[src/rtl/ram_arbiter.sv]
// ============================================================================
// Module   : ram_arbiter
// Brief    : Two-requester round-robin arbiter with bounded bursts that
//            sequences accesses onto a single-port RAM. The optional grant and
//            wait statistics are enabled by defining RAM_ARB_STATS_EN.
// Revision : 1.0
// ============================================================================
`default_nettype none

module ram_arbiter #(
    parameter int RAM_ADDR_WIDTH = 8,
    parameter int RAM_DATA_WIDTH = 32,
    parameter int MAX_BURST      = 4
) (
    input  logic                      clk,
    input  logic                      rst_n,
    input  logic [1:0]                i_req_valid,
    input  logic [1:0]                i_req_we,
    input  logic [RAM_ADDR_WIDTH-1:0] i_req_addr0,
    input  logic [RAM_ADDR_WIDTH-1:0] i_req_addr1,
    input  logic [RAM_DATA_WIDTH-1:0] i_req_wdata0,
    input  logic [RAM_DATA_WIDTH-1:0] i_req_wdata1,
    output logic [1:0]                o_req_ready,
    output logic [1:0]                o_rsp_valid,
    output logic [RAM_DATA_WIDTH-1:0] o_rsp_data,
    output logic                      o_ram_we,
    output logic [RAM_ADDR_WIDTH-1:0] o_ram_addr,
    output logic [RAM_DATA_WIDTH-1:0] o_ram_wr_data,
`ifdef RAM_ARB_STATS_EN
    output logic [15:0]               o_gnt_cnt0,
    output logic [15:0]               o_gnt_cnt1,
    output logic [7:0]                o_wait_max,
`endif
    input  logic [RAM_DATA_WIDTH-1:0] i_ram_rd_data
);

    localparam int                 c_CNT_W     = $clog2(MAX_BURST + 1);
    localparam logic [c_CNT_W-1:0] c_MAX_BURST = c_CNT_W'(MAX_BURST);
    localparam logic [c_CNT_W-1:0] c_ONE       = c_CNT_W'(1);

    logic                      r_holder;
    logic [c_CNT_W-1:0]        r_count;
    logic [1:0]                r_rsp_valid;
    logic [RAM_DATA_WIDTH-1:0] r_rsp_data;

    logic [1:0]                w_grant;
    logic                      w_pick;
    logic                      w_gnt_idx;

    // Grant is held off while in reset so nothing reaches the RAM.
    always_comb begin
        w_grant = 2'b00;
        w_pick  = 1'b0;
        if (rst_n) begin
            case (i_req_valid)
                2'b01:   w_grant = 2'b01;
                2'b10:   w_grant = 2'b10;
                2'b11: begin
                    w_pick  = (r_count < c_MAX_BURST) ? r_holder : ~r_holder;
                    w_grant = w_pick ? 2'b10 : 2'b01;
                end
                default: w_grant = 2'b00;
            endcase
        end
    end

    assign w_gnt_idx   = w_grant[1];
    assign o_req_ready = w_grant;

    always_comb begin
        o_ram_we      = 1'b0;
        o_ram_addr    = '0;
        o_ram_wr_data = '0;
        if (w_grant[0]) begin
            o_ram_we      = i_req_we[0];
            o_ram_addr    = i_req_addr0;
            o_ram_wr_data = i_req_wdata0;
        end else if (w_grant[1]) begin
            o_ram_we      = i_req_we[1];
            o_ram_addr    = i_req_addr1;
            o_ram_wr_data = i_req_wdata1;
        end
    end

    always_ff @(posedge clk) begin
        if (!rst_n) begin
            r_holder    <= 1'b1;
            r_count     <= c_MAX_BURST;
            r_rsp_valid <= 2'b00;
            r_rsp_data  <= '0;
        end else begin
            if (|w_grant) begin
                if (w_gnt_idx == r_holder) begin
                    r_count <= (r_count == c_MAX_BURST) ? c_MAX_BURST : r_count + c_ONE;
                end else begin
                    r_holder <= w_gnt_idx;
                    r_count  <= c_ONE;
                end
            end else begin
                // An idle cycle ends the burst, so the next tie flips owner.
                r_count <= c_MAX_BURST;
            end
            r_rsp_valid <= w_grant & ~i_req_we;
            if (|(w_grant & ~i_req_we)) begin
                r_rsp_data <= i_ram_rd_data;
            end
        end
    end

    assign o_rsp_valid = r_rsp_valid;
    assign o_rsp_data  = r_rsp_data;

`ifdef RAM_ARB_STATS_EN
    logic [15:0] r_gnt_cnt [2];
    logic [7:0]  r_wait    [2];
    logic [7:0]  r_wait_max;
    logic [7:0]  w_wait_nxt [2];
    logic [7:0]  w_wait_big;

    assign w_wait_nxt[0] = (i_req_valid[0] && !w_grant[0]) ?
                           ((r_wait[0] == 8'hFF) ? 8'hFF : r_wait[0] + 8'd1) : 8'd0;
    assign w_wait_nxt[1] = (i_req_valid[1] && !w_grant[1]) ?
                           ((r_wait[1] == 8'hFF) ? 8'hFF : r_wait[1] + 8'd1) : 8'd0;
    assign w_wait_big    = (w_wait_nxt[0] > w_wait_nxt[1]) ? w_wait_nxt[0] : w_wait_nxt[1];

    always_ff @(posedge clk) begin
        if (!rst_n) begin
            for (int k = 0; k < 2; k++) begin
                r_gnt_cnt[k] <= '0;
                r_wait[k]    <= '0;
            end
            r_wait_max <= '0;
        end else begin
            for (int k = 0; k < 2; k++) begin
                if (w_grant[k] && r_gnt_cnt[k] != 16'hFFFF) begin
                    r_gnt_cnt[k] <= r_gnt_cnt[k] + 16'd1;
                end
                r_wait[k] <= w_wait_nxt[k];
            end
            if (w_wait_big > r_wait_max) begin
                r_wait_max <= w_wait_big;
            end
        end
    end

    assign o_gnt_cnt0 = r_gnt_cnt[0];
    assign o_gnt_cnt1 = r_gnt_cnt[1];
    assign o_wait_max = r_wait_max;
`endif

endmodule

`default_nettype wire

[config.mk]
export PLATFORM = sky130hd
export DESIGN_NAME = ram_arbiter
export DESIGN_NICKNAME = d
export VERILOG_FILES = /design/src/rtl/ram_arbiter.sv
export SDC_FILE = /design/constraint.sdc
export NUM_CORES = 1
export LEC_CHECK = 0
export CAP_MARGIN = 20
export CELL_PAD_IN_SITES_DETAIL_PLACEMENT = 2
export CELL_PAD_IN_SITES_GLOBAL_PLACEMENT = 2
export CORE_AREA = 10 10 123 125
export CTS_BUF_LIST = sky130_fd_sc_hd__clkbuf_8
export DETAILED_ROUTE_END_ITERATION = 7
export DIE_AREA = 0 0 133 135
export GPL_TIMING_DRIVEN = 0
export HOLD_SLACK_MARGIN = 0.1
export PLACE_DENSITY = 0.84
export SLEW_MARGIN = 20
export SYNTH_ARGS = -nofsm -noshare
export SYNTH_HDL_FRONTEND = slang
export SYNTH_SLANG_ARGS = --single-unit
[constraint.sdc]
create_clock -name clk -period 6.25 [get_ports clk]
set_clock_uncertainty 0.15 [all_clocks]
set_input_delay 1.875 -clock clk [delete_from_list [all_inputs] [get_ports clk]]
set_output_delay 1.875 -clock clk [all_outputs]
set_load 0.03 [all_outputs]
==> impl_metrics.env <==
export IMPL_routedWlPerCell_um=20.4
export IMPL_drtIter0Drc=49
export IMPL_min_from="o_rsp_data[18]"
export IMPL_cts_max_level=2
export IMPL_syn_to_final_growth_pct=115
export IMPL_grt_max_degree=12
export IMPL_cp_data_arrival_time_ns=4.11
export IMPL_antenna_found_initial=0
export IMPL_wirelength_um=12300
export IMPL_worstMarginPinSlew_ns=0.470
export IMPL_startpoint_type="input pin"
export IMPL_grt_pass1_wl_um=18300
export IMPL_cp_startpoint="i_req_valid[1]"
export IMPL_ys_top_cells_by_area="dfxtp_1, a22o_1, o21ai_0"
export IMPL_power_leakage_nw=1.80
export IMPL_gp_congestion=0.819
export IMPL_critPathMaxStageDelay_ns=0.70
export IMPL_ys_seq_area_frac=0.381
export IMPL_port_buffers=193
export IMPL_synth_cell_types=26
export IMPL_cts_sinks=38
export IMPL_synth_top_cell_area_share=0.381
export IMPL_synth_edff_count=0
export IMPL_dr_pass1_iters=4
export IMPL_syn_inst=229
export IMPL_hold_ws_ns=0.302
export IMPL_core_area_sq_um=12600
export IMPL_synth_area_sq_um=2000
export IMPL_period_needed_ns=6.13
export IMPL_n_antenna_cell=0
export IMPL_drcViolationCount=0
export IMPL_post_route_util=0.342
export IMPL_status="finished clean"
export IMPL_peakVddDrop_mv=0.121
export IMPL_relSlewSlack=0.687
export IMPL_cts_root_buf="clkbuf_8"
export IMPL_cts_buffers=5
export IMPL_hold_viol=0
export IMPL_cts_tree="yes"
export IMPL_crit_fanout=10
export IMPL_setup_violations=0
export IMPL_period_share=0.981
export IMPL_yosysMostFrequentCell="o21ai_0"
export IMPL_path_common_cell="clkdlybuf4s50_1"
export IMPL_die_area_sq_um=18000
export IMPL_drive_above_1_share=0.105
export IMPL_r2r_start="r_count[2]"
export IMPL_clkTransAtPathRegs_ns=0.08
export IMPL_grtUsageTotal=0.128
export IMPL_start_util=0.159
export IMPL_yosys_area_top_type="dfxtp_1"
export IMPL_rows=41
export IMPL_ioPinCount=195
export IMPL_fmax_mhz=163
export IMPL_finalSetupTns_ns=0
export IMPL_powerDensity_nw_per_um2=194
export IMPL_post_cts_setup_buffers=0
export IMPL_critPathSlowestCell="clkdlybuf4s50_1"
export IMPL_route_vias_total=2598
export IMPL_slew_violations=0
export IMPL_final_nets=549
export IMPL_grt_pass1_vias=2944
export IMPL_synth_area_per_cell_sq_um=8.73
export IMPL_cp_required_ns=4.22
export IMPL_async_flop_share=0
export IMPL_antenna_left=0
export IMPL_clock_latency_ns=0.28
export IMPL_rsz0062_at_grt="no"
export IMPL_overflow=0
export IMPL_die_width_um=133
export IMPL_ys_ff_latch=38
export IMPL_cp_cell_sequence="clkdlybuf4s50_1 -> nand2_2 -> a21oi_2 -> buf_2 -> a22o_1 -> clkdlybuf4s50_1"
export IMPL_place_hpwl_um=10400
export IMPL_worstSetupPathType="in -> out"
export IMPL_yosys_top_cells_count="o21ai_0, a22o_1, dfxtp_1, nand2_1, buf_2"
export IMPL_synth_nets=349
export IMPL_die_y_um=135
export IMPL_synth_warnings=0
export IMPL_cp_end_kind="primary output"
export IMPL_cap_violations=0
export IMPL_clock_path_buffers=2
export IMPL_vias_per_cell=4.32
export IMPL_hp_class="reg -> reg"
export IMPL_dominantRegCellSynth="dfxtp_1"
-- cell type report --
type | count | area (sq um)
Fill cell | 1390 | 8270
Clock buffer | 6 | 82.6
Tap cell | 172 | 215
Multi-Input combinational cell | 166 | 1090
Buffer | 23 | 139
Timing Repair Buffer | 193 | 1970
Sequential cell | 38 | 761
Inverter | 2 | 7.51
Clock inverter | 1 | 30.0
-- routing by layer --
metal  routed length (um)  track usage
met4                   46       0.0183
met3                 1360       0.0616
met1                 4750        0.134
met2                 6100        0.232
met5                    0            0
-- final timing paths --
path | slack (ns) | cells after the start | endpoint
setup reg to reg | 4.41 | 6 | o_rsp_data[29]
setup / recovery | 0.12 | 6 | o_ram_wr_data[16]
hold / removal | 0.30 | 2 | o_rsp_data[18]
hold reg to reg | 0.30 | 2 | o_rsp_data[18]
-- cells by family after synthesis --
kind of cell               after synthesis  synth area share
and+or+nand+nor                         45            0.0946
AOI/OAI and AO/OA                      117             0.411
buffers and inverters                   25            0.0733
DFF                                     38             0.381
xor gates and xnor gates                 2            0.0276
adders and majority gates                2            0.0125
-- per-stage QoR --
step	total power, mW	area (sq um)	instances	setup slack, ns
final	0.834	4300	601	0.116
after global routing	0.881	4300	601	0.000298
after CTS	0.854	4260	601	0.0267
after detailed placement	0.631	4150	594	0.0288
after global placement	0.622	4150	594	0.0566
after floorplan	0.444	2000	229	1.24
-- flip-flops by register name, indices dropped and copies added (netlist names) --
| name | cells |
|---|---|
| o_rsp_data | 32 |
| o_rsp_valid | 2 |
| r_count | 3 |
| r_holder | 1 |
-- critical path, delay by kind of cell --
kind                   cells  cell delay (ns)
AO/OA/AOI/OAI              2             0.44
buffers and inverters      3             1.63
AND/OR/NAND/NOR            1             0.16
-- layout by cell type, fill, tap and decap left out, drive strengths merged --
cell type,netlist,routed
ha,2,2
a21boi,1,1
inv,2,2
a22o,41,41
dfxtp,38,38
a211oi,2,2
dlymetal6s2s,0,15
bufinv,0,1
nand2,38,38
nor3b,1,1
buf,16,16
xnor2,1,1
nor2,3,3
xor2,1,1
nand2b,1,1
or2,1,1
a21o,2,2
clkbuf,7,13
a21oi,5,5
clkdlybuf4s50,0,178
and4b,1,1
o21ai,66,66
-- power by group --
part           leakage, nW  internal, mW  switching (mW)
clock               0.0573         0.128          0.0875
combinational         1.43         0.169           0.174
sequential           0.313         0.263          0.0115
-- repair_timing --
item                                    in CTS  in global routing
gates resized for setup                      0                 15
hold buffers                                 0                  0
endpoints found under the setup margin       0                 38
No activity file was read; power rests on OpenSTA's default activity.
